<file path="src/rtl/simd_pkg.sv">
// Shared constants and types for the SIMD result drain path.
package simd_pkg;

  localparam int DIM_ROW1  = 2;
  localparam int DIM_COL2  = 2;
  localparam int ACC_WIDTH = 16;
  localparam int OUT_WIDTH = 8;

  typedef enum logic {IDLE = 1'b0, STREAM = 1'b1} drain_state_t;

  // Index width; a single-element matrix still gets a 1-bit index
  function automatic int idx_w(input int n);
    return (n > 1) ? $clog2(n) : 1;
  endfunction

  localparam int IDX_W = idx_w(DIM_ROW1 * DIM_COL2);

endpackage

</file>
<file path="src/rtl/acc_narrow.sv">
// Narrows one accumulator value to the streamed width (saturate or truncate).
module acc_narrow #(
  parameter int ACC_WIDTH = 16,
  parameter int OUT_WIDTH = 8,
  parameter bit SAT_EN    = 1'b1
) (
  input  logic [ACC_WIDTH-1:0] acc,
  output logic [OUT_WIDTH-1:0] res
);

  generate
    if (SAT_EN && (OUT_WIDTH < ACC_WIDTH)) begin : g_sat
      // Any set bit above the output range means the value does not fit
      always_comb begin
        res = acc[OUT_WIDTH-1:0];
        if (|acc[ACC_WIDTH-1:OUT_WIDTH]) res = '1;
      end
    end else begin : g_trunc
      assign res = acc[OUT_WIDTH-1:0];
    end
  endgenerate

endmodule

</file>
<file path="src/rtl/simd_result_drain.sv">
// Snapshots the SIMD cell result vector and streams it out element by element.
module simd_result_drain
  import simd_pkg::*;
#(
  parameter int NUM_ELEM  = 4,
  parameter int ACC_WIDTH = 16,
  parameter int OUT_WIDTH = 8,
  parameter bit SAT_EN    = 1'b1,
  localparam int IW       = idx_w(NUM_ELEM)
) (
  input  logic                               clk,
  input  logic                               rst_n,
  input  logic                               capture,
  input  logic [NUM_ELEM-1:0][ACC_WIDTH-1:0] acc_in,
  input  logic                               out_ready,
  input  logic                               clear_overrun,
  output logic                               out_valid,
  output logic [OUT_WIDTH-1:0]               out_data,
  output logic [IW-1:0]                      out_idx,
  output logic                               out_last,
  output logic                               busy,
  output logic                               overrun
);

  localparam logic [IW-1:0] LAST_IDX = IW'(NUM_ELEM - 1);

  drain_state_t                       state_q, state_d;
  logic [NUM_ELEM-1:0][ACC_WIDTH-1:0] buf_q, buf_d;
  logic [IW-1:0]                      idx_q, idx_d;
  logic                               ovr_q, ovr_d;
  logic                               xfer, at_last, drop;
  logic [ACC_WIDTH-1:0]               elem;
  logic [OUT_WIDTH-1:0]               narrowed;

  // State, buffer, index and sticky overrun registers
  always_ff @(posedge clk or negedge rst_n) begin
    if (!rst_n) begin
      state_q <= IDLE;
      buf_q   <= '0;
      idx_q   <= '0;
      ovr_q   <= 1'b0;
    end else begin
      state_q <= state_d;
      buf_q   <= buf_d;
      idx_q   <= idx_d;
      ovr_q   <= ovr_d;
    end
  end

  assign xfer    = (state_q == STREAM) && out_ready;
  assign at_last = (idx_q == LAST_IDX);

  // Next state: a capture on the final transfer relatches with no bubble;
  // a capture at any other point of a stream is dropped and flagged
  always_comb begin
    state_d = state_q;
    buf_d   = buf_q;
    idx_d   = idx_q;
    drop    = 1'b0;
    case (state_q)
      IDLE: begin
        if (capture) begin
          state_d = STREAM;
          buf_d   = acc_in;
          idx_d   = '0;
        end
      end
      STREAM: begin
        if (xfer && at_last) begin
          idx_d = '0;
          if (capture) buf_d = acc_in;
          else         state_d = IDLE;
        end else begin
          if (xfer) idx_d = idx_q + IW'(1);
          drop = capture;
        end
      end
      default: state_d = IDLE;
    endcase
    // Set beats clear when both happen together
    ovr_d = ovr_q;
    if (clear_overrun) ovr_d = 1'b0;
    if (drop)          ovr_d = 1'b1;
  end

  generate
    if (NUM_ELEM > 1) begin : g_mux
      assign elem = buf_q[idx_q];
    end else begin : g_single
      assign elem = buf_q[0];
    end
  endgenerate

  acc_narrow #(
    .ACC_WIDTH(ACC_WIDTH),
    .OUT_WIDTH(OUT_WIDTH),
    .SAT_EN   (SAT_EN)
  ) u_narrow (
    .acc(elem),
    .res(narrowed)
  );

  assign out_valid = (state_q == STREAM);
  assign busy      = out_valid;
  assign out_data  = out_valid ? narrowed : '0;
  assign out_idx   = out_valid ? idx_q : '0;
  assign out_last  = out_valid && at_last;
  assign overrun   = ovr_q;

endmodule

</file>
<file path="config.mk">
export PLATFORM = sky130hd
export DESIGN_NAME = simd_result_drain
export DESIGN_NICKNAME = d
export VERILOG_FILES = /design/src/rtl/simd_pkg.sv /design/src/rtl/acc_narrow.sv /design/src/rtl/simd_result_drain.sv
export SDC_FILE = /design/constraint.sdc
export NUM_CORES = 1
export LEC_CHECK = 0
export BUFFER_PORTS_ARGS = -buffer_cell sky130_fd_sc_hd__buf_2
export CAP_MARGIN = 20
export CORE_MARGIN = 2
export CORE_UTILIZATION = 30
export CTS_CLUSTER_DIAMETER = 50
export DETAILED_ROUTE_END_ITERATION = 12
export PLACE_DENSITY_LB_ADDON = 0.1
export SYNTH_ARGS = -nofsm -noshare
export SYNTH_HDL_FRONTEND = slang
export SYNTH_SLANG_ARGS = --single-unit
</file>
<file path="constraint.sdc">
create_clock -name clk -period 2.5 [get_ports clk]
set_clock_uncertainty 0.2 [all_clocks]
set_input_delay 0.375 -clock clk [delete_from_list [all_inputs] [get_ports clk]]
set_output_delay 0.375 -clock clk [all_outputs]
set_load 0.02 [all_outputs]
</file>
After elaboration in Yosys (flattened, before gate mapping)
Cells that the tools add are included.
Widths: inputs -> output; s select.
Storage, ports and cells
  output and inout bits: 14
  logic and storage cells: 39
  register bits after elaboration: 68
  input bits: 69
Operators by class
  $lt $le $gt $ge: 1
  reductions and logical operators: 6
  equality and inequality tests: 4
  add/sub/neg operators: 1
  mux-type cells: 19
  bitwise operators: 1
Operators with widths (number)
  $mux 64: 2
  $pmux 64 s2: 1
  $bmux 16 s2: 1
  $mux 16: 1
  $mux 8: 2
  $mux 2: 4
  $reduce_or 8->1: 1
  $mux 1: 6
  $pmux 2 s2: 1
  $logic_and 1x1->1: 3
  $lt 2x3->1 const B: 1
  $ne 3x1->1 const B: 1
  $add 2x1->2 const B: 1
  $eq 2x2->1 const B: 1
  $ne 2x1->1 const B: 1
  $ne 2x2->1 const B: 1
  $pmux 1 s2: 1
  $reduce_and 2->1: 1
  $reduce_bool 2->1: 1
  $not 1->1: 1

Logic depth before layout (Yosys ltp)
Gate-level depths: netlist of the first run.
  word-level depth: 5
  depth in mapped cells: 6
  mapped depth without buffers: 4

By module
Synthesis of the first run repeated with hierarchy kept, for this count alone.
Second synthesis, totals
  cell total of the unflattened synthesis: 343
  area total of the unflattened synthesis: 4036.4 µm²
By module, submodules not included
  simd_result_drain: instances 1, seq. area each 1701.6 µm², area each 3951.3 µm², cells an instance 333
  acc_narrow: instances 1, seq. area each 0.0 µm², area each 85.1 µm², cells an instance 10

Worst setup path before layout of the first run
OpenSTA, ideal clock, no wires.
  kind: register to output
  start point: register idx_q[0]
  end point: output out_data[4]
  slack: 0.522 ns
  required time: 1.925 ns
  arrival time: 1.403 ns
  path buffers: 2
  stages on the path, launching flop included: 6
  path through: dfrtp_1 buf_4 buf_4 mux4_2 nand2_1 nand3_1
On the way
  word-level cells in the longest chain between the ends: 5
RTL lines
  from (decl): line simd_result_drain.sv:29  | logic [IW-1:0] idx_q, idx_d;
  from (signal assigned): line simd_result_drain.sv:45  | idx_q <= idx_d;
  $bmux 16 s2 (*): line simd_result_drain.sv:88  | assign elem = buf_q[idx_q];
  $mux 16 (implied by the code) (*): line simd_result_drain.sv:88
  $reduce_or 8->1: line acc_narrow.sv:16  | if (|acc[ACC_WIDTH-1:OUT_WIDTH]) res = '1;
  $mux 8 (*): line acc_narrow.sv:16
  $mux 8 (*): line simd_result_drain.sv:105  | assign out_data = out_valid ? narrowed : '0;
  to (decl): line simd_result_drain.sv:18  | output logic [OUT_WIDTH-1:0] out_data,
Every way passes the cells marked *; elsewhere a longest branch is shown, timed or not. The select of a mux whose other input is x is not followed.

Worst setup path after layout of the first run
  start point: register buf_q[44] (netlist bit)
  end point: output out_data[7]
On the way
  word-level cells in the longest chain between the ends: 5
RTL lines
  from (decl): line simd_result_drain.sv:28  | logic [NUM_ELEM-1:0][ACC_WIDTH-1:0] buf_q, buf_d;
  from (signal assigned): line simd_result_drain.sv:44  | buf_q <= buf_d;
  $bmux 16 s2: line simd_result_drain.sv:88
  $mux 16 (implied by the code): line simd_result_drain.sv:88
  $reduce_or 8->1: line acc_narrow.sv:16
  $mux 8: line acc_narrow.sv:16
  $mux 8: line simd_result_drain.sv:105
Every way passes these cells. The select of a mux whose other input is x is not followed.

==> results of run 1 <==
[metal layers]
| metal | GRT usage [%] | part of all wire (%) |
|---|---|---|
| met4 | 4.40 | 1.1 |
| met2 | 19.6 | 47 |
| met3 | 4.72 | 6.2 |
| met1 | 16.1 | 46 |
| met5 | 0 | 0 |
[final timing paths]
check,endpoint,slack (ps),depth (start not counted),from
worst max-delay path,out_data[7],150,6,buf_q[44]$_DFFE_PN0P_
worst min-delay path,overrun$_DFFE_PN0P_,20,2,clear_overrun
worst max register to register,buf_q[18]$_DFFE_PN0P_,470,5,idx_q[0]$_DFFE_PN0P_
worst min register to register,buf_q[54]$_DFFE_PN0P_,310,1,buf_q[54]$_DFFE_PN0P_
max in group asynchronous,overrun$_DFFE_PN0P_,1200,3,rst_n
min in group asynchronous,buf_q[26]$_DFFE_PN0P_,360,2,rst_n
[where the power goes]
part | internal, uW | leakage, uW | switching [uW]
combinational | 1230 | 0.00115 | 733
clock | 380 | 0.0000889 | 400
sequential | 1650 | 0.000811 | 310
total | 3260 | 0.00204 | 1440
[cells in the mapped netlist, drive strengths merged]
cell	number	area (sq um)
nand2	12	45.0
mux2	64	946
or2	1	6.26
a32o	1	10.0
nor4	6	37.5
nand3	11	55.1
ha	1	12.5
nor3b	1	7.51
dfrtp	68	1700
mux2i	1	10.0
o21ai	2	10.0
a21boi	1	18.8
buf	11	174
nor3	1	5.00
nand4b	1	8.76
o211ai	1	7.51
clkbuf	2	7.51
nand2b	1	13.8
inv	1	3.75
nor2	2	7.51
mux4	8	180
and2	3	18.8
[sequential cells by signal (all words and copies together) (netlist names)]
name	count
overrun	1
busy	1
idx_q	2
buf_q	64
[worst max-delay path, delay by kind of cell (launching register included)]
kind,cells,cell delay [ps]
buffers and inverters,2,390
AND/OR/NAND/NOR,3,490
AO/OA/AOI/OAI,1,180
flip-flops,1,390
[repair_timing]
action,CTS,global route
resized for setup,0,2
endpoints found under the setup margin,8,8
buffers inserted,2,0
pin swaps,2,0
hold endpoints to repair,35,0
hold buffers,1,0
[kinds of logic (layout without fill, tap and decap cells)]
family                   count (synthesis)  in the layout  share of synthesized area (%)
multiplexers                            73             73                           34.6
buffers and inverters                   14            112                           5.63
AND/OR/NAND/NOR                         39             39                           6.24
adder cells (fa/ha/maj)                  1              1                          0.381
flip-flops                              68             68                           51.8
AO/OA/AOI/OAI                            5              5                           1.41
[final cells by class]
class | count | share of cell area, %
flip-flops and latches | 68 | 42.6
well taps | 140 | 4.38
inverters | 1 | 0.0939
clock inverters | 5 | 0.688
repair buffers | 95 | 13.5
multi-input cells | 118 | 35.3
clock buffers | 11 | 3.54
[cells in the final DEF, fill, tap and decap left out, types with 2 or more instances in the layout]
cell type  instances
nor2_1             2
clkbuf_8          10
mux2_2             4
buf_12             2
nor4_1             5
buf_4             11
buf_2             81
o21ai_0            2
nand2_1           12
clkinv_2           4
mux2_4            60
nand3_1           11
mux4_2             8
dfrtp_1           68
and2_1             3
[through the flow]
step | cells | area (sq um) | TNS, ps
2_1_floorplan | 200 | 3290 | 0
3_3_place_gp | 419 | 3790 | 0
3_5_place_dp | 419 | 3790 | -1.94
4_1_cts | 438 | 3990 | 0
5_1_grt | 438 | 4000 | 0
6_report | 438 | 4000 | 0
==> run_results.csv, run 1 <==
group,metric,value,unit
synthesis,synth.distinct_cells,25,
die,rows,38,
cells_and_area,post-route-util,37.2,%
detailed_routing,first_iter_violations,39,
grt,grt_pass1_wl,10.9,mm
setup_path,crit_path_max_fanout,8,
power_and_ir_drop,p_per_area,1170,nW/um^2
setup_path,cp_data_arrival_time,1780,ps
setup_path,critPathCaptureType,"primary output",
sta,rsz0062_at_grt,"false",
place,place_ws,-1.94,ps
sta,final.setup.worst_slack,146,ps
grt,grt_usage,12.6,%
place,post-dp-hpwl,4.98,mm
clocking,clk_pin_slew_worst_paths,70,ps
die,die_area,11800,sq um
detailed_routing,dr.pass1.iters,3,
synthesis,syn_avg_cell_area,16.4,sq um
detailed_routing,wl_per_cell,15.8,microns
sta,maxSlewHeadroom,66.9,%
setup_path,cp.required,1920,ps
sta,worstMarginPinSlew,497,ps
sta,min_period,2350,ps
setup_path,start_kind,"flop",
detailed_routing,ant_nets,0,
detailed_routing,num_vias,1899,
sta,finalHoldViolCount,0,
cells_and_area,syn_to_final_growth,21.7,%
die,dieWidth,109,microns
die,io_pins,83,
worst_hold_path,min_path_type,"input pin to flop",
clocking,cts_sinks,68,
synthesis,postSynthCellCount,200,
grt,grt-ovfl-total,0,
sta,final-max-slew-violation-count,0,
detailed_routing,vias_per_cell,4.34,
power_and_ir_drop,p_leak,0.00204,uW
cells_and_area,nNetsFinal,363,
detailed_routing,routed_wl,6.90,mm
sta,setup_viol,0,
sta,fin_crit_sh,94.2,%
synthesis,syn-cell-area,3290,sq um
clocking,cts_tree,"done",
run_status,status,"complete, no violations",
synthesis,yosysSeqAreaShare,51.8,%
clocking,htree_num_levels,3,
grt,grt_start_max_net_pins,38,
grt,antenna_found_initial,0,
power_and_ir_drop,total_power,4700,uW
setup_path,crit_chain,"nor4_1 > nand2_1 > o211ai_1 > buf_4 > nand3_1 > buf_2",
synthesis,synth_seq_cells,68,
die,coreArea,10700,sq um
sta,fmax,425,MHz
setup_path,critPathMaxStageDelay,390,ps
setup_path,critPathSlowestCell,"dfrtp_1",
job,max_cap_violations,0,
place,portBuffers,82,
cells_and_area,diodes,0,
setup_path,crit_type,"flop to primary output",
clocking,cts_buffer_depth,2,
die,die_h,109,microns
cells_and_area,multi_input_area,1410,sq um
die,start_util,30.6,%
place,gp_congestion,0.669,
cells_and_area,fill_cells,1074,
clocking,cts-buffers-inserted,9,
detailed_routing,drc,0,
cells_and_area,drive_above_1_share,62.4,%
sta,whs,21.4,ps
clocking,clock-root-buffer,"clkbuf_8",
grt,grt_pass1_vias,2039,
cells_and_area,ff_latch_area,1700,sq um
power_and_ir_drop,irDropWorstVdd,0.000387,V
synthesis,ys.warnings.count,0,
clocking,clock_latency,330,ps
synthesis,synth_nets,270,
Power figures use the tool's default switching activity.
==> inputs of run 2 (changes only) <==
--- a/config.mk
+++ b/config.mk
@@ -15,3 +15,4 @@
 export SYNTH_ARGS = -nofsm -noshare
 export SYNTH_HDL_FRONTEND = slang
 export SYNTH_SLANG_ARGS = --single-unit
+export TNS_END_PERCENT = 50
==> constraint.sdc (replaced) <==
create_clock -name clk -period 2.5 [get_ports clk]
set_clock_uncertainty 0.2 [all_clocks]
set_input_delay 0.375 -clock clk [delete_from_list [all_inputs] [get_ports clk]]
set_output_delay 0.375 -clock clk [all_outputs]
set_load 0.01 [all_outputs]
==> run 2 against run 1 <==
  * Worst hold slack better by 30 ps
  * Utilization rose by 1.2 points
  * Largest cell class unchanged
  * Total power grew 6.6%
  * Critical path type unchanged
  * First-iteration DRC count rose by 92%
  * Design area rose by 3.3%
  * Routed wire length rose by 2.6%
  * Sequential cell count stayed put
  * Sequential power is essentially flat
  * Die area unchanged
  * Critical path depth is the same
==> run_results.csv, run 2 (same netlist as run 1, synthesis figures left out) <==
group,metric,value,unit
run_status,status,"complete, no violations",
cells_and_area,final_cells,443,
clocking,cts-buffers-inserted,9,
place,portBuffers,82,
die,dieWidth,109,microns
place,dp_cells,417,
detailed_routing,routed_wl,7.08,mm
die,die_area,11800,sq um
setup_path,crit_path_max_fanout,13,
sta,maxSlewHeadroom,70.5,%
setup_path,crit_type,"flop to primary output",
grt,grt_pass1_wl,11.2,mm
detailed_routing,vias_per_cell,4.31,
grt,grt-ovfl-total,0,
power_and_ir_drop,pwr-share-clk,22.7,%
sta,worstMarginPinSlew,442,ps
sta,fmax,423,MHz
die,start_util,30.6,%
grt,grt_pass1_vias,2086,
power_and_ir_drop,power_frac_seq,39.3,%
grt,grt_start_max_net_pins,37,
sta,fin_crit_sh,94.7,%
detailed_routing,first_iter_violations,75,
power_and_ir_drop,power_switching,1370,uW
sta,whs,51.7,ps
sta,finalHoldViolCount,0,
sta,rsz0062_at_grt,"true",
cells_and_area,top_regs,"buf_q: 64 flops, idx_q: 2 flops",
setup_path,cp.required,1920,ps
sta,setup_viol,0,
detailed_routing,wl_per_cell,16.0,microns
detailed_routing,drc,0,
cells_and_area,syn_to_final_growth,25.6,%
clocking,htree_num_levels,3,
worst_hold_path,min_path_type,"input pin to flop",
detailed_routing,ant_nets,0,
cells_and_area,fill_cells,1064,
grt,antenna_found_initial,0,
clocking,clock-root-buffer,"clkbuf_8",
cells_and_area,regMostFlops,"buf_q",
clocking,cts_buffer_depth,2,
power_and_ir_drop,irDropWorstVdd,0.000455,V
place,gp_congestion,0.698,
clocking,clock_latency,350,ps
power_and_ir_drop,p_sw_share,27.4,%
clocking,clk_pin_slew_worst_paths,80,ps
cells_and_area,final_common_cell,"buf_2",
grt,grt_usage,13.1,%
die,rows,38,
sta,final-max-slew-violation-count,0,
power_and_ir_drop,pwr-share-comb,38.0,%
die,coreArea,10700,sq um
clocking,cts_sinks,68,
die,io_pins,83,
power_and_ir_drop,power.internal,3630,uW
setup_path,start_kind,"flop",
job,max_cap_violations,0,
setup_path,cp_data_arrival_time,1790,ps
setup_path,critPathCaptureType,"primary output",
clocking,cts_tree,"done",
cells_and_area,final_cell_mix,"buf_2, dfrtp_1, mux2_4",
sta,min_period,2370,ps
power_and_ir_drop,p_leak,0.00211,uW
cells_and_area,largest_register_ffs,64,
die,die_h,109,microns
power_and_ir_drop,p_per_area,1210,nW/um^2
detailed_routing,dr.pass1.iters,4,
cells_and_area,nNetsFinal,367,
detailed_routing,num_vias,1911,
cells_and_area,drive_above_1_share,61.9,%
place,post-dp-hpwl,4.88,mm
-- run 2: critical path, cell delays in order, from the launching register on --
cell	delay (ps)
dfrtp_1	370
buf_12	150
buf_4	150
mux4_2	480
nand2_1	80
nand3_1	70
buf_2	140
-- run 2: final cells by class --
type                    count  area (sq um)  area share, %
multi-input cells         118          1400           33.9
clock inverters             4          95.1           2.30
inverters                   1          3.75         0.0909
clock buffers              12           155           3.76
diodes                      1          2.50         0.0606
flip-flops and latches     68          1700           41.2
repair buffers             99           596           14.4
well taps                 140           175           4.24
-- run 2: path summary, 6_finish.rpt --
check / from / endpoint / slack, ps / cells after the start
max in group asynchronous: rst_n / buf_q[6]$_DFFE_PN0P_ / 1210 / 3
max reg2reg: idx_q[0]$_DFFE_PN0P_ / buf_q[33]$_DFFE_PN0P_ / 390 / 6
min: acc_in[60] / buf_q[60]$_DFFE_PN0P_ / 50 / 2
max: idx_q[0]$_DFFE_PN0P_ / out_data[1] / 130 / 6
min in group asynchronous: rst_n / buf_q[22]$_DFFE_PN0P_ / 320 / 2
min reg2reg: buf_q[34]$_DFFE_PN0P_ / buf_q[34]$_DFFE_PN0P_ / 310 / 1
-- run 2: routing by layer --
layer	vias to the layer above	track usage, %	share of wire (%)
met5	-	0	0
li1	917	-	-
met3	9	5.32	6.4
met4	0	4.40	1.3
met1	933	16.8	45
met2	52	20.2	47
-- run 2: timing repair --
item                                    in CTS  in global routing
setup buffers                                2                  5
pin swaps                                    2                  0
hold buffers                                 2                  0
hold endpoints to repair                    29                  0
gates resized for setup                      1                  2
endpoints found under the setup margin       8                  7
-- run 2: power by group through the flow --
stage	sequential [uW]	combinational [uW]	clock (uW)
floorplan	1870	1540	0
global placement	1980	1840	0
detailed placement	1980	1840	0
CTS	1970	1890	1180
global route	2040	2070	1230
finish	1970	1900	1140
-- run 2: metrics by stage --
stage	setup slack (ps)	TNS [ps]	util [%]	total power [uW]	cell area (sq um)
after floorplan	592	0	-	3400	3290
after global placement	76.3	0	35.3	3830	3790
after detailed placement	20.0	0	35.3	3830	3790
after CTS	46.2	0	38.0	5040	4080
after global routing	-21.4	-40.2	38.4	5340	4130
final	133	0	38.4	5010	4130
